==> src/rtl/mem_access_unit.sv <==
// Memory-stage load/store unit: one req/gnt/rvalid transaction per load or store, with lane steering and load extension.
// Optional MEM_MISALIGN_TRAP_EN drops misaligned H/W accesses and pulses misalign_o instead of touching memory.
module mem_access_unit #(
  parameter int DATA_W = 32
) (
  input  logic              clk,
  input  logic              rst_n,
  input  logic              mem_valid_i,
  input  logic              mem_read_i,
  input  logic              mem_write_i,
  input  logic [2:0]        funct3_i,
  input  logic [DATA_W-1:0] alu_result_i,
  input  logic [DATA_W-1:0] store_data_i,
  output logic              stall_o,
  output logic [DATA_W-1:0] load_data_o,
  output logic              load_valid_o,
  output logic              misalign_o,
  output logic              dmem_req_o,
  output logic              dmem_we_o,
  output logic [DATA_W-1:0] dmem_addr_o,
  output logic [DATA_W/8-1:0] dmem_be_o,
  output logic [DATA_W-1:0] dmem_wdata_o,
  input  logic              dmem_gnt_i,
  input  logic              dmem_rvalid_i,
  input  logic [DATA_W-1:0] dmem_rdata_i
);

  localparam int BE_W = DATA_W / 8;

  typedef enum logic [1:0] {IDLE, REQ, WAIT, DONE} state_t;

  state_t            state, state_nxt;
  logic              accept;
  logic              misalign_now;
  logic [DATA_W-1:0] addr_p1;
  logic [1:0]        lane_p1;
  logic [2:0]        f3_p1;
  logic [BE_W-1:0]   be_p1;
  logic [DATA_W-1:0] wdata_p1;
  logic              we_p1;
  logic              mis_p1;

  function automatic logic [BE_W-1:0] lane_be(input logic [2:0] f3, input logic [1:0] a);
    case (f3)
      3'b000, 3'b100: return BE_W'(4'b0001 << a);
      3'b001, 3'b101: return a[1] ? BE_W'(4'b1100) : BE_W'(4'b0011);
      default:        return '1;
    endcase
  endfunction

  function automatic logic [DATA_W-1:0] lane_wdata(input logic [2:0] f3, input logic [DATA_W-1:0] d);
    case (f3)
      3'b000, 3'b100: return {BE_W{d[7:0]}};
      3'b001, 3'b101: return {(BE_W/2){d[15:0]}};
      default:        return d;
    endcase
  endfunction

  function automatic logic [DATA_W-1:0] load_extract(input logic [2:0] f3, input logic [1:0] a,
                                                     input logic [DATA_W-1:0] w);
    logic        [7:0]        b;
    logic        [15:0]       h;
    logic signed [7:0]        b_s;
    logic signed [15:0]       h_s;
    logic signed [DATA_W-1:0] ext_s;
    b     = 8'(w >> {a, 3'b000});
    h     = a[1] ? w[31:16] : w[15:0];
    b_s   = b;
    h_s   = h;
    ext_s = '0;
    case (f3)
      3'b000:  begin ext_s = DATA_W'(b_s); return ext_s; end
      3'b001:  begin ext_s = DATA_W'(h_s); return ext_s; end
      3'b100:  return {{(DATA_W-8){1'b0}}, b};
      3'b101:  return {{(DATA_W-16){1'b0}}, h};
      default: return w;
    endcase
  endfunction

  // Accept is gated by rst_n so a held mem_valid_i cannot raise stall_o during reset.
  assign accept = rst_n && (state == IDLE) && mem_valid_i && (mem_read_i || mem_write_i);

`ifdef MEM_MISALIGN_TRAP_EN
  always_comb begin
    misalign_now = 1'b0;
    case (funct3_i)
      3'b000, 3'b100: misalign_now = 1'b0;
      3'b001, 3'b101: misalign_now = alu_result_i[0];
      default:        misalign_now = |alu_result_i[1:0];
    endcase
  end
`else
  assign misalign_now = 1'b0;
`endif

  // ---- stage p0 -> p1: capture request on accept ----
  always_ff @(posedge clk) begin
    if (accept) begin
      addr_p1  <= {alu_result_i[DATA_W-1:2], 2'b00};
      lane_p1  <= alu_result_i[1:0];
      f3_p1    <= funct3_i;
      be_p1    <= lane_be(funct3_i, alu_result_i[1:0]);
      wdata_p1 <= lane_wdata(funct3_i, store_data_i);
    end
  end

  always_ff @(posedge clk or negedge rst_n) begin
    if (!rst_n) begin
      state  <= IDLE;
      we_p1  <= 1'b0;
      mis_p1 <= 1'b0;
    end else begin
      state <= state_nxt;
      if (accept) begin
        we_p1  <= mem_write_i;
        mis_p1 <= misalign_now;
      end
    end
  end

  always_comb begin
    state_nxt = state;
    case (state)
      IDLE: if (accept) state_nxt = misalign_now ? DONE : REQ;
      REQ:  if (dmem_gnt_i) state_nxt = we_p1 ? DONE : WAIT;
      WAIT: if (dmem_rvalid_i) state_nxt = DONE;
      DONE: state_nxt = IDLE;
      default: state_nxt = IDLE;
    endcase
  end

  // Bus fields are forced to zero outside REQ so idle and reset present an all-zero port.
  always_comb begin
    dmem_req_o   = 1'b0;
    dmem_we_o    = 1'b0;
    dmem_addr_o  = '0;
    dmem_be_o    = '0;
    dmem_wdata_o = '0;
    if (state == REQ) begin
      dmem_req_o   = 1'b1;
      dmem_we_o    = we_p1;
      dmem_addr_o  = addr_p1;
      dmem_be_o    = be_p1;
      dmem_wdata_o = wdata_p1;
    end
  end

  assign stall_o      = (state == REQ) || (state == WAIT) || accept;
  assign load_valid_o = (state == DONE) && !we_p1 && !mis_p1;
  assign misalign_o   = (state == DONE) && mis_p1;

  // ---- stage p1 -> p2: extended load result ----
  always_ff @(posedge clk or negedge rst_n) begin
    if (!rst_n) begin
      load_data_o <= '0;
    end else if ((state == WAIT) && dmem_rvalid_i) begin
      load_data_o <= load_extract(f3_p1, lane_p1, dmem_rdata_i);
    end
  end

endmodule

==> config.mk <==
export PLATFORM = sky130hd
export DESIGN_NAME = mem_access_unit
export DESIGN_NICKNAME = d
export VERILOG_FILES = /design/src/rtl/mem_access_unit.sv
export SDC_FILE = /design/constraint.sdc
export NUM_CORES = 1
export LEC_CHECK = 0
export ABC_AREA = 0
export ABC_CLOCK_PERIOD_IN_PS = 2500
export BUFFER_PORTS_ARGS = -buffer_cell sky130_fd_sc_hd__buf_4
export CELL_PAD_IN_SITES_DETAIL_PLACEMENT = 1
export CELL_PAD_IN_SITES_GLOBAL_PLACEMENT = 2
export CORE_MARGIN = 8
export CORE_UTILIZATION = 26
export CTS_BUF_LIST = sky130_fd_sc_hd__clkbuf_16
export CTS_CLUSTER_DIAMETER = 120
export CTS_CLUSTER_SIZE = 12
export DETAILED_ROUTE_END_ITERATION = 8
export PLACE_DENSITY = 0.81
export SYNTH_ARGS = -nofsm -noshare
export SYNTH_HDL_FRONTEND = slang
export SYNTH_SLANG_ARGS = --single-unit
==> constraint.sdc <==
create_clock -name clk -period 2.5 [get_ports clk]
set_input_delay 0.25 -clock clk [delete_from_list [all_inputs] [get_ports clk]]
set_output_delay 0.25 -clock clk [all_outputs]
set_load 0.01 [all_outputs]
# --- After elaboration in Yosys (flattened, before gate mapping) ---
# Index checks and enable logic that the tools add are counted.
classes:
  eq_ne: 12
  muxes: 15
  n_reduce_logical: 15
  shifts: 2
op_table:
  columns: ["cell", "count"]
  rows:
  - ["$pmux W32 S4", 1]
  - ["$mux W32", 2]
  - ["$pmux W32 S2", 1]
  - ["$shr A32 B5 Y8", 1]
  - ["$mux W16", 1]
  - ["$eq A3 B3 Y1 const B", 4]
  - ["$mux W4", 2]
  - ["$pmux W2 S4", 1]
  - ["$pmux W4 S2", 1]
  - ["$eq A3 B1 Y1 const B", 2]
  - ["$logic_not A3 Y1", 2]
  - ["$mux W2", 3]
  - ["$ne A2 B2 Y1 const B", 3]
  - ["$logic_and A1 B1 Y1", 5]
  - ["$eq A2 B2 Y1 const B", 2]
  - ["$reduce_or A2 Y1", 2]
  - ["$shl A1 B2 Y4 const A", 1]
  - ["$logic_or A1 B1 Y1", 3]
  - ["$mux W1", 3]
  - ["$reduce_and A3 Y1", 1]
  - ["$eq A2 B1 Y1 const B", 1]
  - ["$logic_not A2 Y1", 1]
  - ["$logic_not A1 Y1", 1]
word_totals:
  ff_bits: 106
  input_bits: 106
  output_inout_bits: 105
  wordCells: 52

# --- Longest topological paths before layout ---
# Gate-level depths: netlist (run 1).
depth:
  depth_word: 6
  depth_mapped: 7
  depth_no_buf: 6

# --- Worst setup path after synthesis (run 1) ---
# OpenSTA, ideal clock, no wires.
synth_timing:
  path_type: "reg-to-reg"
  start: "register state[0]"
  end: "register addr_p1[10], enable pin"
  setup_ns: 0.425
  period_less_slack_ns: 2.677
  stages_incl_launch_ff: 5
  path_slack_ns: -0.177
  t_arrival_ns: 2.252
  cell_sequence: "dfrtp_1 inv_1 ha_1 o2111ai_1 inv_1"
synth_via:
  elab_chain_len: 4
synth_lines:
  columns: ["element", "line", "text"]
  rows:
  - ["start: declaration", "32", "state_t state, state_nxt;"]
  - ["start signal: assignment", "113", "state <= state_nxt;"]
  - ["$logic_not A2 Y1", "81", "assign accept = rst_n && (state == IDLE) && mem_valid_i && (mem_read_i || mem_write_i);"]
  - ["$logic_and A1 B1 Y1 (3 in series)", "81", null]
  - ["via accept", "33", "logic accept;"]
  - ["end signal: assignment", "99", "addr_p1 <= {alu_result_i[DATA_W-1:2], 2'b00};"]
  - ["end: declaration", "35", "logic [DATA_W-1:0] addr_p1;"]
# The timed path passes the listed nets, and every way through them passes these cells.
# A chain may end at the register's enable or synchronous reset.

# --- Worst setup path after layout (run 1) ---
layout_timing:
  start: "register state[1]"
  end: "output port dmem_addr_o[13]"
layout_via:
  elab_chain_len: 2
layout_lines:
  columns: ["element", "line", "text"]
  rows:
  - ["$eq A2 B1 Y1", "139", "if (state == REQ) begin"]
  - ["$mux W32", "139", null]
  - ["end: declaration", "20", "output logic [DATA_W-1:0] dmem_addr_o,"]
# No other way between the ends.

==> results.py, run 1 <==
metrics = {
    "pwr": {
        "p_seq_share_pct": 37.2,
        "internal_power_mw": 4.33,
        "p_total_mw": 6.73,
        "p_switching_mw": 2.40,
        "clkPwrFrac_pct": 20.8,
        "p_sw_share_pct": 35.6,
        "vdd_drop_max_mv": 0.446,
        "comb_power_share_pct": 42.0,
        "cellPowerDensity_nw_per_um2": 945,
        "leakage_nw": 3.00,
    },
    "placement": {
        "hpwl_mm": 13.0,
        "dp_cells": 843,
        "io_buffers": 207,
        "placed_cell_area_um2": 6830,
        "dpl_worst_slack_ns": 0.521,
        "gp_congestion": 0.836,
    },
    "critical_path": {
        "cp.arrival_ns": 1.95,
        "worstReg2RegStart": "state[1]",
        "cp.required_ns": 2.25,
        "rr_worst_depth": 6,
        "worstSetupPathDepth": 5,
        "crit_path_max_incr_delay_ns": 0.44,
        "crit_path_frequent_cell": "buf_4",
        "crit_path_top_delay_cell": "buf_4",
        "r2r_end": "state[0]",
        "startpoint": "state[1]",
        "cp_cell_sequence": "inv_1 -> ha_2 -> buf_4 -> and2_1 -> buf_4",
        "startpoint_type": "flop",
        "crit_path_end": "dmem_addr_o[13]",
        "endpoint_kind": "output port",
        "crit_family": "buffers and inverters",
        "r2r_setup_slack_ns": 0.50,
        "path_buf_inv": 3,
        "critPathKind": "reg -> out",
        "cp_max_fo": 69,
    },
    "timing": {
        "fin_crit_ns": 2.20,
        "tightest_slew_ns": 0.629,
        "final_hold_viol_count": 0,
        "finalWorstSetupSlack_ns": 0.296,
        "setup-violations-final": 0,
        "drv_slew": 0,
        "clock-skew-final_ns": 0.00625,
        "period_share_pct": 88.1,
        "hold_ws_ns": 0.0663,
        "slew_headroom_pct": 58.1,
        "max_freq_mhz": 454,
        "rsz0062_at_grt": "false",
        "tns_ns": 0,
    },
    "logic_synthesis": {
        "async_flop_share_pct": 33.0,
        "synthAdderAreaFrac_pct": 1.25,
        "synth.ff_latch_count": 106,
        "synth-xor-area-share_pct": 0,
        "synth_compound_area_share_pct": 12.3,
        "synth.avg_cell_area_um2": 12.0,
        "synthMuxAreaShare_pct": 7.86,
        "yosysWarnings": 0,
        "synth_edf_count": 71,
        "synth_top_family_by_area": "simple AND/OR/NAND/NOR gates",
        "synth_cell_types": 41,
        "syn_area_um2": 5000,
        "synth.yosys.seq_area_share_pct": 60.1,
        "synth_simple_gate_area_share_pct": 15.0,
        "synth_top_flop_cell": "edfxtp_1",
        "netlist_instances": 418,
    },
    "layout": {
        "diodes": 0,
        "drive_gt1_share_pct": 44.1,
        "nNetsFinal": 732,
        "final_area_um2": 7130,
        "final_common_cell": "buf_4",
        "mostFrequentLayoutCells": "buf_4 (218), edfxtp_1 (71), and2_1 (68), dfrtp_1 (35), a21oi_1 (32)",
        "area_growth_pct": 42.5,
        "final_util_pct": 38.0,
        "final_cell_count_no_fill": 860,
    },
    "hold_path": {
        "hp-class": "in -> reg",
    },
    "cts": {
        "cts.sinks": 106,
        "cts_tree": "built",
        "h-tree-depth": 3,
        "hold_buffers": 1,
        "postCtsSetupBuffers": 0,
        "numCtsBuffers": 9,
        "clk_pin_slew_ns": 0.08,
        "cts-root-buf": "clkbuf_16",
        "clock_path_buffers": 2,
        "ctsResizeCount": 0,
        "insertion_delay_ns": 0.35,
    },
    "grt": {
        "grt_pass1_wl_mm": 26.3,
        "grt-ovfl-total": 0,
        "grt.total_usage_pct": 14.0,
        "antenna_found_initial": 0,
        "grt_max_degree": 72,
        "grt_pass1_vias": 4488,
    },
    "routing": {
        "routedWlPerCell_um": 19.9,
        "drc": 0,
        "first_pass_iters": 4,
        "antenna_left": 0,
        "viasPerCell": 4.73,
        "drt_iter0_markers": 228,
        "wirelength_mm": 17.1,
        "vias": 4071,
    },
    "floorplanning": {
        "die_h_um": 155,
        "core_um2": 18800,
        "die_area_um2": 23900,
        "die_w_um": 155,
        "ios": 211,
        "rows": 50,
        "initial_core_util_pct": 26.6,
    },
    "run": {
        "cap_violations": 0,
    },
    "run_status": {
        "status": "finished clean",
    },
}
Yosys cell counts (2+ instances only):
master    instances  share of area [%]
a211oi_1          5               0.75
a21oi_1          32                3.2
a21oi_2          10                1.8
a311oi_1          5               0.88
and2_1           68                8.5
buf_2             3               0.30
buf_4             3               0.45
clkbuf_1         22                1.7
dfrtp_1          35                 18
edfxtp_1         71                 43
ha_1              5                1.3
inv_1             9               0.68
mux2_2           26                5.9
mux2i_1          10                2.0
nand2_1          23                1.7
nand2b_1          2               0.25
nand3_1           2               0.20
nor2_1           25                1.9
nor2b_1           4               0.50
nor3_1            2               0.20
o21ai_0          20                2.0
o21bai_1          4               0.60
o41ai_1           5               0.88
or3_1            10                1.3
kinds of logic (layout without fill, tap and decap cells):
group                    count (synthesis)  count (layout)
AND/OR/NAND/NOR                        139             139
flip-flops                             106             106
AO/OA/AOI/OAI                           92              92
buffers and inverters                   39             245
multiplexers                            36              36
adder cells (fa/ha/maj)                  5               5
other                                    1               3
registers in the layout, summed over array words and instances, names as in the netlist:
| register | cells |
|---|---|
| load_data_o | 32 |
| wdata_p1 | 32 |
| addr_p1 | 30 |
| be_p1 | 4 |
| f3_p1 | 3 |
| lane_p1 | 2 |
| state | 2 |
| we_p1 | 1 |
power groups by stage:
stage / sequential [mW] / clock, mW / combinational, mW
floorplan: 2.58 / 0 / 1.22
global placement: 2.52 / 0 / 2.81
detailed placement: 2.54 / 0 / 2.87
CTS: 2.50 / 1.45 / 2.89
global route: 2.55 / 1.50 / 3.09
finish: 2.50 / 1.40 / 2.83
worst min-delay path by stage:
stage	from	end	slack (ns)	cells after the start
detailed placement	rst_n	state[0]	0.37	2
global placement	rst_n	state[1]	0.37	2
finish	alu_result_i[13]	addr_p1[13]	0.07	1
CTS	alu_result_i[25]	addr_p1[25]	0.05	1
global route	alu_result_i[20]	addr_p1[20]	0.05	1
floorplan	rst_n	load_data_o[0]	-0.05	0
area by class of cell:
| type | count | area [µm²] |
|---|---|---|
| Fill cell | 2085 | 11600 |
| Sequential cell | 106 | 3010 |
| Clock inverter | 7 | 61.3 |
| Clock buffer | 9 | 225 |
| Inverter | 9 | 37.5 |
| Multi-Input combinational cell | 275 | 1830 |
| Tap cell | 234 | 293 |
| Timing Repair Buffer | 220 | 1670 |
worst reg2reg max path, cell delays in order (launching register included):
cell,delay [ns]
dfrtp_1,0.41
inv_1,0.11
ha_2,0.18
buf_4,0.28
a222oi_1,0.55
o21ai_0,0.17
a22oi_1,0.22
per-layer routing:
layer / vias up / share of wire, % / GRT usage [%]
met1: 2010 / 43 / 17.1
li1: 1891 / - / -
met4: 0 / 1.0 / 3.83
met3: 11 / 8.9 / 5.29
met2: 159 / 47 / 22.8
met5: - / 0 / 0
Note: power is estimated with default switching activity, not from simulation.
==> run 2: changes to the inputs <==
--- a/config.mk
+++ b/config.mk
@@ -6,17 +6,17 @@
 export NUM_CORES = 1
 export LEC_CHECK = 0
 export ABC_AREA = 0
-export ABC_CLOCK_PERIOD_IN_PS = 2500
+export ABC_CLOCK_PERIOD_IN_PS = 2220
 export BUFFER_PORTS_ARGS = -buffer_cell sky130_fd_sc_hd__buf_4
 export CELL_PAD_IN_SITES_DETAIL_PLACEMENT = 1
 export CELL_PAD_IN_SITES_GLOBAL_PLACEMENT = 2
 export CORE_MARGIN = 8
-export CORE_UTILIZATION = 26
+export CORE_UTILIZATION = 29
 export CTS_BUF_LIST = sky130_fd_sc_hd__clkbuf_16
 export CTS_CLUSTER_DIAMETER = 120
 export CTS_CLUSTER_SIZE = 12
 export DETAILED_ROUTE_END_ITERATION = 8
-export PLACE_DENSITY = 0.81
+export PLACE_DENSITY = 0.85
 export SYNTH_ARGS = -nofsm -noshare
 export SYNTH_HDL_FRONTEND = slang
 export SYNTH_SLANG_ARGS = --single-unit
==> constraint.sdc (replaced) <==
create_clock -name clk -period 2.22 [get_ports clk]
set_input_delay 0.222 -clock clk [delete_from_list [all_inputs] [get_ports clk]]
set_output_delay 0.222 -clock clk [all_outputs]
set_load 0.01 [all_outputs]
==> run 2 against run 1 <==
  * Clock power up 13%
  * Die area decreased by 9.3%
  * Final area up 1.0%
  * Register-to-register slack got worse by 0.09 ns
  * Critical path type unchanged
==> results.py, run 2 (synthesis results as in run 1) <==
metrics = {
    "run_status": {
        "status": "finished clean",
    },
    "placement": {
        "hpwl_mm": 12.8,
        "dp_cells": 837,
        "dpl_worst_slack_ns": 0.401,
        "io_buffers": 207,
        "gp_congestion": 0.817,
    },
    "routing": {
        "antenna_left": 0,
        "drc": 0,
        "viasPerCell": 4.71,
        "routedWlPerCell_um": 19.3,
        "vias": 4025,
        "wirelength_mm": 16.5,
        "drt_iter0_markers": 188,
        "first_pass_iters": 4,
    },
    "floorplanning": {
        "core_um2": 17100,
        "die_w_um": 147,
        "rows": 48,
        "die_h_um": 147,
        "initial_core_util_pct": 29.3,
        "ios": 211,
        "die_area_um2": 21700,
    },
    "timing": {
        "rsz0062_at_grt": "false",
        "tns_ns": 0,
        "final_hold_viol_count": 0,
        "drv_slew": 0,
        "period_share_pct": 92.2,
        "finalWorstSetupSlack_ns": 0.174,
        "hold_ws_ns": 0.0432,
        "fin_crit_ns": 2.05,
        "setup-violations-final": 0,
        "max_freq_mhz": 489,
        "tightest_slew_ns": 0.562,
        "slew_headroom_pct": 62.5,
        "clock-skew-final_ns": 0.00755,
    },
    "cts": {
        "ctsResizeCount": 0,
        "cts-root-buf": "clkbuf_16",
        "clk_pin_slew_ns": 0.08,
        "cts.sinks": 106,
        "cts_tree": "built",
        "clock_path_buffers": 2,
        "h-tree-depth": 3,
        "insertion_delay_ns": 0.35,
        "numCtsBuffers": 9,
    },
    "layout": {
        "nFillCells": 1920,
        "nNetsFinal": 735,
        "drive_gt1_share_pct": 44.8,
        "final_common_cell": "buf_4",
        "final_cell_count_no_fill": 854,
        "mostFrequentLayoutCells": "buf_4 (217), edfxtp_1 (71), and2_1 (68), dfrtp_1 (35), a21oi_1 (32)",
        "area_growth_pct": 43.9,
        "diodes": 0,
        "reg.largest.list": "load_data_o: 32 flops, wdata_p1: 32 flops, addr_p1: 30 flops",
    },
    "critical_path": {
        "cp.arrival_ns": 1.82,
        "cp_cell_sequence": "inv_1 -> ha_2 -> buf_12 -> and2_1 -> buf_4",
        "startpoint_type": "flop",
        "critPathKind": "reg -> out",
        "cp_max_fo": 57,
        "cp.required_ns": 2.00,
        "crit_path_top_delay_cell": "dfrtp_1",
        "crit_path_max_incr_delay_ns": 0.41,
        "endpoint_kind": "output port",
    },
    "hold_path": {
        "hp-class": "in -> reg",
    },
    "pwr": {
        "vdd_drop_max_mv": 0.375,
        "leakage_nw": 3.03,
        "cellPowerDensity_nw_per_um2": 1050,
        "p_total_mw": 7.59,
    },
    "grt": {
        "grt.total_usage_pct": 15.1,
        "use_met2_pct": 23.7,
        "antenna_found_initial": 0,
        "grt-ovfl-total": 0,
        "grtUsageMet1_pct": 17.7,
        "grt_max_degree": 58,
        "grtUsageMet3_pct": 8.03,
        "grt_busiest_layer": "met2",
        "grt_pass1_wl_mm": 25.7,
        "grt_pass1_vias": 4566,
    },
    "run": {
        "cap_violations": 0,
    },
}
[run 2: changes by cell type in the layout (fill, tap and decap cells not counted)]
cell / change
buf_12: +4
buf_4: -1
clkinv_4: -1
clkinv_8: +1
ha_1: -1
ha_2: +1
inv_1: -1
inv_2: +1
inv_6: +2
inv_8: -2
o2111ai_1: -1
o2111ai_2: +1
[run 2: timing repair]
action | in CTS | in global routing
endpoints found under the setup margin | 0 | 0
hold buffers | 1 | 0
hold endpoints to repair | 35 | 0
buffers inserted | 0 | 0
[run 2: worst paths after layout]
path / startpoint / end / slack (ns) / cells past startpoint
worst max-delay path: state[1] / dmem_be_o[3] / 0.17 / 5
worst min-delay path: alu_result_i[20] / addr_p1[20] / 0.04 / 1
worst max register to register: state[1] / addr_p1[25] / 0.41 / 5
worst min register to register: load_data_o[2] / load_data_o[2] / 0.49 / 2
max in group asynchronous: rst_n / load_data_o[12] / 1.36 / 3
min in group asynchronous: rst_n / we_p1 / 0.51 / 3
[run 2: layout make-up]
class	count	area, µm²	share of cell area [%]
multi-input combinational	275	1840	25.6
timing repair buffer	223	1740	24.2
sequential	106	3010	41.8
clock buffer	9	225	3.13
inverter	9	37.5	0.521
clock inverter	7	63.8	0.886
tap	225	282	3.91
[run 2: report_power, final]
part / leakage (nW) / switching, mW / internal [mW]
Sequential: 1.05 / 0.244 / 2.55
Clock: 0.140 / 0.799 / 0.785
Combinational: 1.85 / 1.61 / 1.60
Total: 3.03 / 2.66 / 4.93
[run 2: critical path: cells and delay by family (launching register included)]
family | cells | cell delay, ns
AND/OR/NAND/NOR | 1 | 0.18
flip-flops | 1 | 0.41
buffers and inverters | 3 | 0.52
adder cells (fa/ha/maj) | 1 | 0.35
[run 2: routing by layer]
metal  routed length [µm]  part of all wire (%)
met1                 6910                    42
met2                 7460                    45
met3                 1930                    12
met4                  165                   1.0
met5                    0                     0
[run 2: through the flow]
step                util [%]  instance area (µm²)
CTS                     42.2                 7200
global placement        40.4                 6900
finish                  42.2                 7200
global route            42.2                 7200
floorplan                  -                 5020
detailed placement      40.4                 6900
